### config.mk
export PLATFORM = sky130hd
export DESIGN_NAME = replay_index_sampler
export DESIGN_NICKNAME = d
export VERILOG_FILES = /design/src/rtl/replay_pkg.sv /design/src/rtl/rs_mask_gen.sv /design/src/rtl/replay_index_sampler.sv
export SDC_FILE = /design/constraint.sdc
export NUM_CORES = 1
export LEC_CHECK = 0
export ABC_AREA = 1
export CAP_MARGIN = 20
export CORE_MARGIN = 2
export CORE_UTILIZATION = 35
export CTS_CLUSTER_DIAMETER = 200
export DETAILED_ROUTE_END_ITERATION = 6
export GPL_TIMING_DRIVEN = 0
export PLACE_DENSITY_LB_ADDON = 0.1
export SLEW_MARGIN = 5
export SYNTH_ARGS = -nofsm -noshare
export SYNTH_HDL_FRONTEND = slang
export SYNTH_HIERARCHICAL = 1
export SYNTH_SLANG_ARGS = --single-unit
### constraint.sdc
create_clock -name clk -period 2.1 [get_ports clk]
set_input_delay 0.525 -clock clk [delete_from_list [all_inputs] [get_ports clk]]
set_output_delay 0.525 -clock clk [all_outputs]
set_load 0.02 [all_outputs]
### src/rtl/replay_pkg.sv
// replay_pkg: shared state encoding, default widths and mask helper for the replay index sampler.
package replay_pkg;
  localparam int DEF_LFSR_W = 16;
  localparam int DEF_ADDR_W = 10;
  typedef enum logic [1:0] {SEED, IDLE, DRAW, HOLD} state_t;
  function automatic logic [DEF_ADDR_W-1:0] next_pow2_mask(input logic [DEF_ADDR_W:0] count);
    logic [DEF_ADDR_W:0] m;
    m = count - 1'b1;
    for (int i = 0; i < DEF_ADDR_W; i++) m = m | (m >> 1);
    return m[DEF_ADDR_W-1:0];
  endfunction
endpackage

### src/rtl/rs_mask_gen.sv
// rs_mask_gen: fill_count -> (next power of two - 1) mask via leading-one smear of count-1.
module rs_mask_gen
  import replay_pkg::*;
#(
  parameter int ADDR_W = DEF_ADDR_W
) (
  input  logic [ADDR_W:0]   count,
  output logic [ADDR_W-1:0] mask
);
  logic [ADDR_W-1:0] m;
  logic hit;
  always_comb begin
    m = count[ADDR_W-1:0] - 1'b1;
    hit = 1'b0;
    mask = '0;
    for (int i = ADDR_W - 1; i >= 0; i--) begin
      hit = hit | m[i];
      mask[i] = hit | count[ADDR_W];
    end
  end
endmodule

### src/rtl/replay_index_sampler.sv
// replay_index_sampler: seeds the replay LFSR and turns its output into uniform indices in [0, fill_count).
// Define SAMPLER_STATS_EN to add saturating reject_cnt / fallback_cnt outputs.
module replay_index_sampler
  import replay_pkg::*;
#(
  parameter int LFSR_W = DEF_LFSR_W,
  parameter int ADDR_W = DEF_ADDR_W,
  parameter int MAX_TRIES = 8,
  parameter logic [LFSR_W-1:0] DEFAULT_SEED = 16'hACE1
) (
  input  logic              clk,
  input  logic              rst,
  input  logic              seed_valid,
  input  logic [LFSR_W-1:0] seed,
  output logic              lfsr_we,
  output logic [LFSR_W-1:0] lfsr_data,
  input  logic [LFSR_W-1:0] lfsr_q,
  input  logic [ADDR_W:0]   fill_count,
  input  logic              req_valid,
  output logic              req_ready,
  output logic              idx_valid,
  output logic [ADDR_W-1:0] idx,
  input  logic              idx_ready
`ifdef SAMPLER_STATS_EN
  ,
  output logic [31:0]       reject_cnt,
  output logic [15:0]       fallback_cnt
`endif
);
  localparam int TW = $clog2(MAX_TRIES + 1);
  state_t state, next;
  logic [TW-1:0] tries;
  logic [ADDR_W:0] snapshot;
  logic [ADDR_W-1:0] mask, new_mask, cand;
  logic [LFSR_W-1:0] load_val;
  logic accept, hit, last, unused_hi;
  rs_mask_gen #(.ADDR_W(ADDR_W)) u_mask (.count(fill_count), .mask(new_mask));
  assign unused_hi = ^lfsr_q[LFSR_W-1:ADDR_W];
  assign cand = lfsr_q[ADDR_W-1:0] & mask;
  assign hit = {1'b0, cand} < snapshot;
  assign last = tries == TW'(MAX_TRIES - 1);
  assign accept = req_valid && req_ready;
  always_ff @(posedge clk) begin
    if (rst) state <= SEED;
    else state <= next;
  end
  always_comb begin
    next = state;
    unique case (state)
      SEED: next = IDLE;
      IDLE: next = accept ? DRAW : IDLE;
      DRAW: next = (hit || last) ? HOLD : DRAW;
      HOLD: next = idx_ready ? IDLE : HOLD;
    endcase
  end
  // outputs are forced low while rst is held so reset looks quiet to the LFSR and requester
  always_comb begin
    lfsr_we = !rst && (state == SEED || (state == IDLE && seed_valid));
    load_val = seed_valid ? seed : DEFAULT_SEED;
    lfsr_data = !lfsr_we ? '0 : (load_val == '0 ? LFSR_W'(1) : load_val);
    req_ready = !rst && state == IDLE && fill_count != '0 && !seed_valid;
  end
  always_ff @(posedge clk) begin
    if (rst) begin
      tries <= '0;
      snapshot <= '0;
      mask <= '0;
      idx <= '0;
      idx_valid <= 1'b0;
    end else begin
      if (accept) begin
        snapshot <= fill_count;
        mask <= new_mask;
        tries <= '0;
      end
      if (state == DRAW) begin
        if (hit || last) begin
          idx <= hit ? cand : cand >> 1;
          idx_valid <= 1'b1;
        end else tries <= tries + 1'b1;
      end
      if (state == HOLD && idx_ready) idx_valid <= 1'b0;
    end
  end
`ifdef SAMPLER_STATS_EN
  always_ff @(posedge clk) begin
    if (rst) begin
      reject_cnt <= '0;
      fallback_cnt <= '0;
    end else if (state == DRAW && !hit) begin
      if (!(&reject_cnt)) reject_cnt <= reject_cnt + 1'b1;
      if (last && !(&fallback_cnt)) fallback_cnt <= fallback_cnt + 1'b1;
    end
  end
`endif
endmodule
[After elaboration in Yosys (flattened, before gate mapping)]
Cells that the tools add are included.
Operators by class
  eq/ne operators: 4
  $lt $le $gt $ge: 1
  reductions and logical operators: 16
  muxes and demuxes: 11
  bitwise operators: 20
  add/sub/neg operators: 2
Operators with widths (count)
  $mux 16: 3
  $or 1x1->1: 19
  $logic_not 16->1: 1
  $mux 4: 3
  $lt 10x11->1: 1
  $reduce_bool 11->1: 1
  $and 10x10->10: 1
  $mux 10: 1
  $sub 10x1->10 const B: 1
  $pmux 2 s4: 1
  $logic_and 1x1->1: 7
  $add 4x1->4 const B: 1
  $eq 2x2->1 const B: 2
  $eq 4x3->1 const B: 1
  $mux 2: 2
  $eq 2x1->1 const B: 1
  $logic_not 1->1: 2
  $logic_not 2->1: 1
  $logic_or 1x1->1: 2
  $reduce_and 2->1: 1
  $reduce_or 2->1: 1
  $mux 1: 1
Word-level totals
  word-level logic and storage cells: 60
  bits of input ports: 48
  output and inout port bits: 29
  register bits: 38

[Longest topological paths before layout]
Gate-level depths: netlist of the first run.
  word-level depth: 11
  depth in mapped cells: 15
  depth with buffers taken out: 14

[Cells and area by module]
Netlist of the first run, hierarchy kept.
Modules (own cells, without submodules)
  replay_index_sampler: cells an instance 338, instances 1, seq. area each 760.7 sq um, area each 2180.8 sq um
  rs_mask_gen: cells an instance 54, instances 1, seq. area each 0.0 sq um, area each 307.8 sq um

[Worst setup path before layout of the first run]
No wires, ideal clock.
  kind: input to output
  start: input seed_valid
  end: output lfsr_data[0]
  stages: 6
  arrival time: 1.359 ns
  required time: 1.575 ns
  buffers on the path: 0
  path slack: 0.216 ns
  path through: inv_1 -> nor2_1 -> nand2_1 -> nor4_1 -> nand4_1 -> a21oi_1
Between the ends
  longest elaborated chain between the ends: 4
  elaborated cells on any way between the ends: 7
  classes of those cells: mux: 3; reduce/logical: 4
RTL lines
  start, declared: RTL line replay_index_sampler.sv:13  | input logic seed_valid,
  $mux 16 or $logic_and 1x1->1 (tied branches): RTL line replay_index_sampler.sv:59, replay_index_sampler.sv:58
  $logic_not 16->1 or $logic_or 1x1->1 (tied branches): RTL line replay_index_sampler.sv:60, replay_index_sampler.sv:58
  $mux 16 or $logic_and 1x1->1 (tied branches): RTL line replay_index_sampler.sv:60, replay_index_sampler.sv:58
  $mux 16 (*): RTL line replay_index_sampler.sv:60  | lfsr_data = !lfsr_we ? '0 : (load_val == '0 ? LFSR_W'(1) : load_val);
  end, declared: RTL line replay_index_sampler.sv:16  | output logic [LFSR_W-1:0] lfsr_data,
Every way passes the cells marked *; elsewhere a longest branch is shown, timed or not.

[Worst setup path after layout of the first run]
  start: input seed[10]
  end: output lfsr_data[0]
Between the ends
  longest elaborated chain between the ends: 4
RTL lines
  start, declared: RTL line replay_index_sampler.sv:14  | input logic [LFSR_W-1:0] seed,
  $mux 16: RTL line replay_index_sampler.sv:59  | load_val = seed_valid ? seed : DEFAULT_SEED;
  $logic_not 16->1: RTL line replay_index_sampler.sv:60
  $mux 16 (2 in a row): RTL line replay_index_sampler.sv:60
No other way between the ends.

==> results of run 1 <==
-- metal layers --
layer / track usage / share of wire
met3: 0.0410 / 0.055
met1: 0.234 / 0.48
met5: 0 / 0
met2: 0.280 / 0.45
met4: 0.0537 / 0.014
-- worst paths after layout --
| kind | startpoint | to | slack [ns] | cells past startpoint |
|---|---|---|---|---|
| worst min register to register | idx_valid | idx_valid | 0.45 | 2 |
| worst max register to register | mask[9] | tries[0] | 0.30 | 14 |
| worst min-delay path | idx_valid | idx_valid | 0.45 | 2 |
| worst max-delay path | seed[10] | lfsr_data[0] | 0.08 | 5 |
-- critical path, delay by kind of cell --
family	cells	cell delay (ns)
buf+inv	2	0.41
simple gates	2	0.41
compound gates	1	0.14
-- power groups by stage --
stage / registers, uW / clock network (uW) / logic (uW)
global placement: 770 / 0 / 429
CTS: 753 / 765 / 438
global route: 757 / 802 / 526
detailed placement: 770 / 0 / 432
floorplan: 773 / 0 / 231
finish: 754 / 749 / 478
-- stage by stage --
step | area, um^2 | util | power (uW) | setup TNS, ns
after floorplan | 2490 | - | 1000 | 0
after global placement | 3310 | 0.484 | 1200 | -24.16
after detailed placement | 3310 | 0.484 | 1200 | -25.20
after CTS | 3460 | 0.506 | 1960 | -0.279
after global routing | 3660 | 0.536 | 2080 | 0
final | 3660 | 0.536 | 1980 | 0
-- cells in the final DEF (no fill, tap or decap), types with 2 or more instances in the layout --
master           instances
nand2_1                 93
nor2_1                  56
inv_1                   45
dfxtp_1                 38
a21oi_1                 27
nand3_1                 18
buf_2                   16
dlygate4sd2_1           16
clkdlybuf4s50_1         15
nand2_2                 13
dlymetal6s2s_1          13
inv_2                   12
buf_4                   12
o21ai_0                 11
clkbuf_2                 8
o21ai_1                  8
nor2_2                   7
buf_6                    7
ha_1                     7
nor2_4                   6
xor2_1                   6
nand4_1                  5
nand3_4                  5
clkbuf_8                 5
ha_4                     4
nor4_2                   3
clkbuf_1                 3
nand3b_1                 3
nor3_4                   2
nand2_4                  2
bufinv_16                2
clkdlybuf4s15_1          2
clkdlybuf4s15_2          2
nand3_2                  2
-- kinds of logic after synthesis --
logic type,Yosys count,share of synthesized area
AND/OR/NAND/NOR,216,0.390
flip-flops,38,0.306
AO/OA/AOI/OAI,49,0.105
XOR/XNOR,7,0.0246
buffers and inverters,71,0.120
adder cells (fa/ha/maj),11,0.0553
-- what timing repair did --
item,4_1_cts,5_1_grt
setup endpoints to repair,41,34
buffers inserted,2,6
cloned,2,2
gates resized for setup,110,81
pin swaps,10,25
hold endpoints to repair,0,0
-- cell type report --
type                            instances  area (um^2)
Clock buffer                            5         68.8
Tap cell                               96          120
Fill cell                             718         3170
Clock inverter                          3         68.8
Inverter                               58          220
Multi-Input combinational cell        284         1630
Buffer                                 13          101
Timing Repair Buffer                   81          694
Sequential cell                        38          761
-- sequential cells by signal (all words and copies together), names as in the netlist --
signal     count
snapshot      11
mask          10
state          2
idx_valid      1
idx           10
tries          4
==> impl_metrics.csv, run 1 <==
group,metric,value,unit
detailed_routing,vias_per_cell,4.55,
logic_synthesis,synth.most_common_cell,"nand2_1",
global_routing,grt_use_total,0.175,
floorplanning,core,6830,um^2
global_routing,antenna_found_initial,0,
power,seq_power_share,0.381,
logic_synthesis,ys_ff_latch,38,
sta,rsz0062_at_grt,"false",
logic_synthesis,netlist.area_leader.share,0.306,
global_routing,grt_pass1_wl,10.8,mm
critical_path,slowest_delay,0.29,ns
sta,relSlewSlack,0.580,
clock_network,cts_root_buf,"clkbuf_8",
sta,timing.final.crit_share,0.960,
floorplanning,pin_count,77,
sta,setup_viol,0,
logic_synthesis,yosysUniqueCellTypes,27,
critical_path,critPathLaunchType,"primary input",
logic_synthesis,synth.area.top_cells,"dfxtp_1 (31%), nand2_1 (16%), nor2_1 (9.5%)",
sta,fin_skew,0.00871,ns
run,drv_cap,0,
detailed_routing,drt-initial-drc-count,30,
sta,fin_hold_ws,0.450,ns
logic_synthesis,synth-edff-count,0,
clock_network,insertion_delay,0.30,ns
global_routing,grt_overflow,0,
power,power_leakage,0.00178,uW
logic_synthesis,synth.avg_cell_area,6.35,um^2
sta,slew_violations,0,
global_routing,grt_max_degree,14,
detailed_routing,vias,2632,
floorplanning,die_y,88.3,um
cells_and_area,layout-drive-gt1-share,0.237,
placement,port_buffers,70,
logic_synthesis,synthArstFlopShare,0,
logic_synthesis,yosysWarnings,6,
power,clockPowerShare,0.378,
critical_path,cp_max_fo,2,
detailed_routing,ant_nets,0,
clock_network,cts.clk_slew.worst_paths,0.07,ns
critical_path,path_class,"primary input to primary output",
logic_synthesis,synth_cells,392,
placement,post-place-ws,-0.973,ns
power,p_comb_frac,0.241,
placement,dpl.hpwl,5.09,mm
critical_path,cp-end-kind,"primary output",
power,p_per_area,541,nW/um^2
floorplanning,start_util,0.364,
floorplanning,die_area,7800,um^2
power,p_sw,568,uW
logic_synthesis,yosysSeqAreaShare,0.306,
detailed_routing,drt_first_pass_iters,4,
logic_synthesis,yosys_most_used_dff,"dfxtp_1",
critical_path,crit_slowest_cell,"nor4_2",
sta,worstMarginPinSlew,0.627,ns
critical_path,crit_chain,"dlygate4sd2_1 -> nor4_2 -> nand4_1 -> a21oi_1 -> buf_4",
clock_network,cts.sinks,38,
cells_and_area,final_nets,540,
power,switching_share,0.287,
run_status,outcome,"finished, final reports clean",
clock_network,tritoncts,"built",
critical_path,cp.arrival,1.49,ns
power,peakVddDrop,0.248,mV
sta,fmax,0.496,GHz
floorplanning,rows,30,
critical_path,crit_required,1.57,ns
cells_and_area,synthToLayoutAreaGrowth,47.2,%
detailed_routing,drc,0,
detailed_routing,routedWlPerCell,11.6,um
floorplanning,die_x,88.3,um
clock_network,clock_path_buffers,2,
logic_synthesis,syn-cell-area,2490,um^2
placement,place.gp.congestion,0.813,
min_path,hp-class,"flop to flop",
clock_network,cts_hold_buf,0,
sta,fin_ws,0.0833,ns
power,p_int,1410,uW
logic_synthesis,yosysTopAreaCell,"dfxtp_1",
clock_network,cts_max_level,2,
placement,dp.cells,558,
logic_synthesis,synthesis.nets,451,
sta,finalCriticalPeriod,2.02,ns
cells_and_area,num_antenna_cells,0,
logic_synthesis,ys_top_cells_by_count,"nand2_1 (108), nor2_1 (63), inv_1 (57), dfxtp_1 (38), a21oi_1 (28)",
clock_network,cts_buffers,5,
global_routing,grt_pass1_vias,2405,
cells_and_area,fin_cells,578,
sta,final-hold-violation-count,0,
detailed_routing,drt-total-wl,6.72,mm
Power figures use the tool's default switching activity.
==> inputs of run 2 (changes only) <==
SLEW_MARGIN = unset   (was 5)
TNS_END_PERCENT = 30   (was unset)
==> run 2 against run 1 <==
Effect of this change:
- global-route usage fell by 0.41 points
- cell count shrank 0.17%
- worst hold slack hardly changed
- critical endpoint unchanged
- sequential share of layout area up 0.41 points
- highest routed layer unchanged
- largest cell class unchanged
- count of clock-buffer cells in the layout is the same
==> impl_metrics.csv, run 2 (synthesis gave the netlist of run 1 again) <==
group,metric,value,unit
sta,fin_ws,0.0378,ns
critical_path,cp.arrival,1.54,ns
sta,setup_viol,0,
floorplanning,die_y,88.3,um
power,seq_power_share,0.385,
sta,fmax,0.485,GHz
critical_path,critPathLaunchType,"primary input",
sta,slew_violations,0,
detailed_routing,drc,0,
power,switching_share,0.283,
clock_network,cts.clk_slew.worst_paths,0.07,ns
global_routing,grt_overflow,0,
power,p_per_area,545,nW/um^2
cells_and_area,fillerInstances,722,
critical_path,cp-end-kind,"primary output",
clock_network,insertion_delay,0.30,ns
cells_and_area,final_common_cell,"nand2_1",
placement,post-place-ws,-0.973,ns
sta,finalCriticalPeriod,2.06,ns
clock_network,cts.sinks,38,
cells_and_area,reg_top3,"snapshot: 11 flops, idx: 10 flops, mask: 10 flops",
global_routing,grt_max_degree,14,
detailed_routing,drt-initial-drc-count,33,
cells_and_area,largest_register_ffs,11,
detailed_routing,drt-total-wl,6.58,mm
power,p_int,1400,uW
power,clockPowerShare,0.384,
sta,relSlewSlack,0.642,
floorplanning,die_area,7800,um^2
power,power_leakage,0.00175,uW
clock_network,tritoncts,"built",
floorplanning,pin_count,77,
sta,timing.final.crit_share,0.982,
floorplanning,start_util,0.364,
global_routing,grt_pass1_vias,2372,
cells_and_area,finalCoreUtilization,0.526,
sta,fin_skew,0.00799,ns
detailed_routing,ant_nets,0,
run,drv_cap,0,
critical_path,crit_slowest_cell,"clkdlybuf4s50_1",
placement,dpl.hpwl,5.09,mm
clock_network,cts_root_buf,"clkbuf_8",
cells_and_area,layout-drive-gt1-share,0.214,
cells_and_area,num_antenna_cells,0,
power,total_power,1960,uW
global_routing,grt_pass1_wl,10.6,mm
clock_network,clock_path_buffers,2,
floorplanning,die_x,88.3,um
clock_network,cts_max_level,2,
power,p_comb_frac,0.230,
power,peakVddDrop,0.251,mV
power,p_sw,553,uW
critical_path,path_class,"primary input to primary output",
cells_and_area,final_cell_mix,"nand2_1 (96), nor2_1 (59), inv_1 (46)",
sta,rsz0062_at_grt,"true",
sta,final-hold-violation-count,0,
critical_path,slowest_delay,0.43,ns
global_routing,grt_use_total,0.171,
cells_and_area,final_nets,539,
cells_and_area,regMostFlops,"snapshot",
detailed_routing,vias_per_cell,4.50,
clock_network,cts_buffers,5,
floorplanning,core,6830,um^2
run_status,outcome,"finished, final reports clean",
critical_path,cp_max_fo,2,
floorplanning,rows,30,
detailed_routing,vias,2596,
critical_path,crit_required,1.57,ns
clock_network,cts_hold_buf,0,
sta,worstMarginPinSlew,0.535,ns
placement,port_buffers,70,
cells_and_area,synthToLayoutAreaGrowth,44.3,%
placement,place.gp.congestion,0.813,
min_path,hp-class,"flop to flop",
critical_path,crit_chain,"clkdlybuf4s50_1 -> nor3_2 -> nand4_1 -> a21oi_1 -> buf_4",
global_routing,antenna_found_initial,0,
detailed_routing,drt_first_pass_iters,4,
detailed_routing,routedWlPerCell,11.4,um
## run 2: path summary, 6_finish.rpt
check | start | end | slack, ns | depth (start not counted)
setup / recovery | seed[11] | lfsr_data[0] | 0.04 | 5
hold / removal | idx_valid | idx_valid | 0.45 | 2
setup reg to reg | mask[8] | idx[8] | 0.30 | 14
hold reg to reg | idx_valid | idx_valid | 0.45 | 2
## run 2: repair_timing
item                                    CTS  global route
resized for setup                       108            67
pin swaps                                12            23
buffers inserted                          2             5
endpoints found under the setup margin   41            34
hold endpoints to repair                  0             0
cloned                                    0             4
## run 2: area by class of cell
cell class	instances	area, um^2	area share
Multi-Input combinational cell	284	1570	0.436
Inverter	58	220	0.0613
Clock buffer	5	68.8	0.0192
Buffer	13	101	0.0282
Tap cell	96	120	0.0334
Timing Repair Buffer	80	686	0.191
Clock inverter	3	68.8	0.0192
Sequential cell	38	761	0.212
## run 2: power by group through the flow
stage,clock (uW),combinational [uW],sequential (uW)
floorplan,0,231,773
global placement,0,429,770
global route,802,502,757
finish,752,450,754
CTS,765,424,753
detailed placement,0,432,770
## run 2: per-stage QoR
step	hold slack, ns	cell area [um^2]	TNS [ns]	std cells
global placement	0.444	3310	-24.16	558
finish	0.450	3590	0	577
floorplan	0.435	2490	0	392
detailed placement	0.444	3310	-25.20	558
CTS	0.456	3440	-0.362	568
global route	0.482	3590	-0.0873	577
## run 2: worst max-delay path, delay by kind of cell
| family | cells | cell delay (ns) |
|---|---|---|
| and+or+nand+nor | 2 | 0.27 |
| buffers and inverters | 2 | 0.59 |
| AOI/OAI and AO/OA | 1 | 0.16 |
## run 2: per-layer routing
metal	vias to the layer above	GRT usage	wire [um]
met2	63	0.269	2960
li1	1400	-	-
met5	-	0	0
met4	0	0.0537	81
met3	5	0.0410	349
met1	1128	0.231	3180
==> RTL change: new RTL, settings of run 1 <==
Set the parameter `MAX_TRIES` to 16 (it was 8).
--- a/src/rtl/replay_index_sampler.sv
+++ b/src/rtl/replay_index_sampler.sv
@@ -5,7 +5,7 @@
 #(
   parameter int LFSR_W = DEF_LFSR_W,
   parameter int ADDR_W = DEF_ADDR_W,
-  parameter int MAX_TRIES = 8,
+  parameter int MAX_TRIES = 16,
   parameter logic [LFSR_W-1:0] DEFAULT_SEED = 16'hACE1
 ) (
   input  logic              clk,
Function: no difference found for any inputs over 10 cycles, from zero or initial values and one cycle with rst high; that may be too few to reach the edited logic, so the function may still have changed.
==> RTL change against run 1 <==
- sequential cell count grew 1
- wire length rose by 21%
- hold slack improved by 0.0060 ns
- area after synthesis increased by 4.6%
- sequential share of layout area fell by 1.3 points
- cell area is 9.2% higher
- power is 3.9% lower
- clock power decreased by 16%
- worst setup slack worse by 0.052 ns
- highest routed layer unchanged
==> RTL change: results (changes against run 1) <==
[run_status]
status = complete, no violations

[global_route]
grt_pass1_vias = 2766  ; +15%
use_met1 = 0.229  ; -0.00561
grt_use_met3 = 0.0442  ; +0.00320
grt_use_total = 0.194  ; +0.0191
gr-usage-met2 = 0.355  ; +0.0751
grt_pass1_wl_um = 12800  ; +19%
grt_max_degree = 14  ; unchanged

[logic_synthesis]
synth_seq_area_share = 0.300  ; -0.00583
yosysUniqueCellTypes = 32  ; +19%
synth_warnings = 6  ; unchanged
syn-num-nets = 464  ; +2.9%
synth_common_cells = nand2_1 (103), nor2_1 (65), inv_1 (59)
synth_cells = 404  ; +3.1%
netlist_top_cells_area = dfxtp_1 (30%), nand2_1 (15%), nor2_1 (9.4%)

[clock_tree]
htree_levels = 2  ; unchanged
cts-root-buf = clkbuf_8
path_clk_slew_ns = 0.08

[critical_path]
cp_slowest_cell = clkdlybuf4s50_1
max_stage_delay_ns = 0.43  ; +0.14 ns
worst_ep_arrival_time_ns = 1.54  ; +0.05 ns
reg2reg_slack_ns = 0.21  ; -0.09 ns
cp_max_fo = 2  ; unchanged

[timing]
tightest_slew_ns = 0.626  ; -0.00124 ns
fin_skew_ns = 0.00756  ; -0.00116 ns
hold_viol_final = 0  ; unchanged
finalHoldWorstSlack_ns = 0.456  ; +0.00603 ns

[power_and_ir_drop]
p_leak_nw = 1.94  ; +9.3%
ir_worst_vdd_v = 0.000353  ; +42%

[place]
place.gp.congestion = 0.814  ; +0.17%
dp.cells = 573  ; +2.7%
port_buffers = 70  ; unchanged
place_hpwl_um = 5660  ; +11%

[final_layout]
finalNetCount = 588  ; +8.9%
num_antenna_cells = 0  ; unchanged
nFillCells = 739  ; +2.9%
fin_cells = 628  ; +8.7%
largest_register_ffs = 11  ; unchanged
drive_above_1_share = 0.295  ; +0.0584

[min_path]
hold_class = reg -> reg

[routing]
drt_iter0_drc = 115  ; +280%
drt-vias-per-instance = 4.68  ; +2.8%
drt-total-wl_um = 8140  ; +21%

## RTL change: kinds of logic (layout without fill, tap and decap cells)
logic type	Yosys count	in the layout	share of synthesized area
adder cells (fa/ha/maj)	12	12	0.0577
XOR/XNOR	6	6	0.0202
flip-flops	39	39	0.300
AND/OR/NAND/NOR	222	222	0.385
AO/OA/AOI/OAI	50	50	0.111
buffers and inverters	75	200	0.126
## RTL change: final cells by class
type / count / area, um^2 / area share
inverter: 60 / 228 / 0.0569
clock buffer: 5 / 68.8 / 0.0172
tap: 99 / 124 / 0.0310
multi-input combinational: 290 / 1670 / 0.418
timing repair buffer: 117 / 965 / 0.241
sequential: 39 / 781 / 0.195
clock inverter: 3 / 43.8 / 0.0109
buffer: 15 / 120 / 0.0300
## RTL change: routing by layer
metal / part of all wire / vias up
met1: 0.43 / 1327
met4: 0.016 / 0
met3: 0.058 / 12
met2: 0.50 / 98
met5: 0 / -
li1: - / 1503
## RTL change: worst min-delay path, cell delays in order (launching register included)
cell and delay (ns):
dfxtp_1 0.32, inv_1 0.05, a21oi_1 0.05
## RTL change: worst paths after layout
check / cells after the start / endpoint / start
max reg2reg: 15 / idx[5]$_SDFFE_PP0P_ / mask[5]$_SDFFE_PP0P_
max: 5 / lfsr_data[0] / seed[12]
min reg2reg: 2 / idx_valid$_SDFFE_PP0P_ / idx_valid$_SDFFE_PP0P_
min: 2 / idx_valid$_SDFFE_PP0P_ / idx_valid$_SDFFE_PP0P_
## RTL change: stage by stage
stage               area, um^2  TNS [ns]  worst slack, ns
detailed placement        3430    -29.74            -1.18
CTS                       3910   -0.0549          -0.0549
floorplan                 2600         0            0.197
global route              4000   -0.0482          -0.0128
global placement          3430    -28.89            -1.17
finish                    4000         0           0.0309
## RTL change: what timing repair did
item | in CTS | in global routing
gates cloned | 1 | 0
pin swaps | 33 | 27
setup endpoints to repair | 48 | 23
gates resized for setup | 128 | 42
setup buffers | 37 | 9
hold endpoints to repair | 0 | 0
## RTL change: power by group
part | total (mW) | internal, mW | switching [mW]
registers | 0.774 | 0.761 | 0.0126
logic | 0.504 | 0.219 | 0.286
clock network | 0.626 | 0.354 | 0.272
total | 1.90 | 1.33 | 0.570
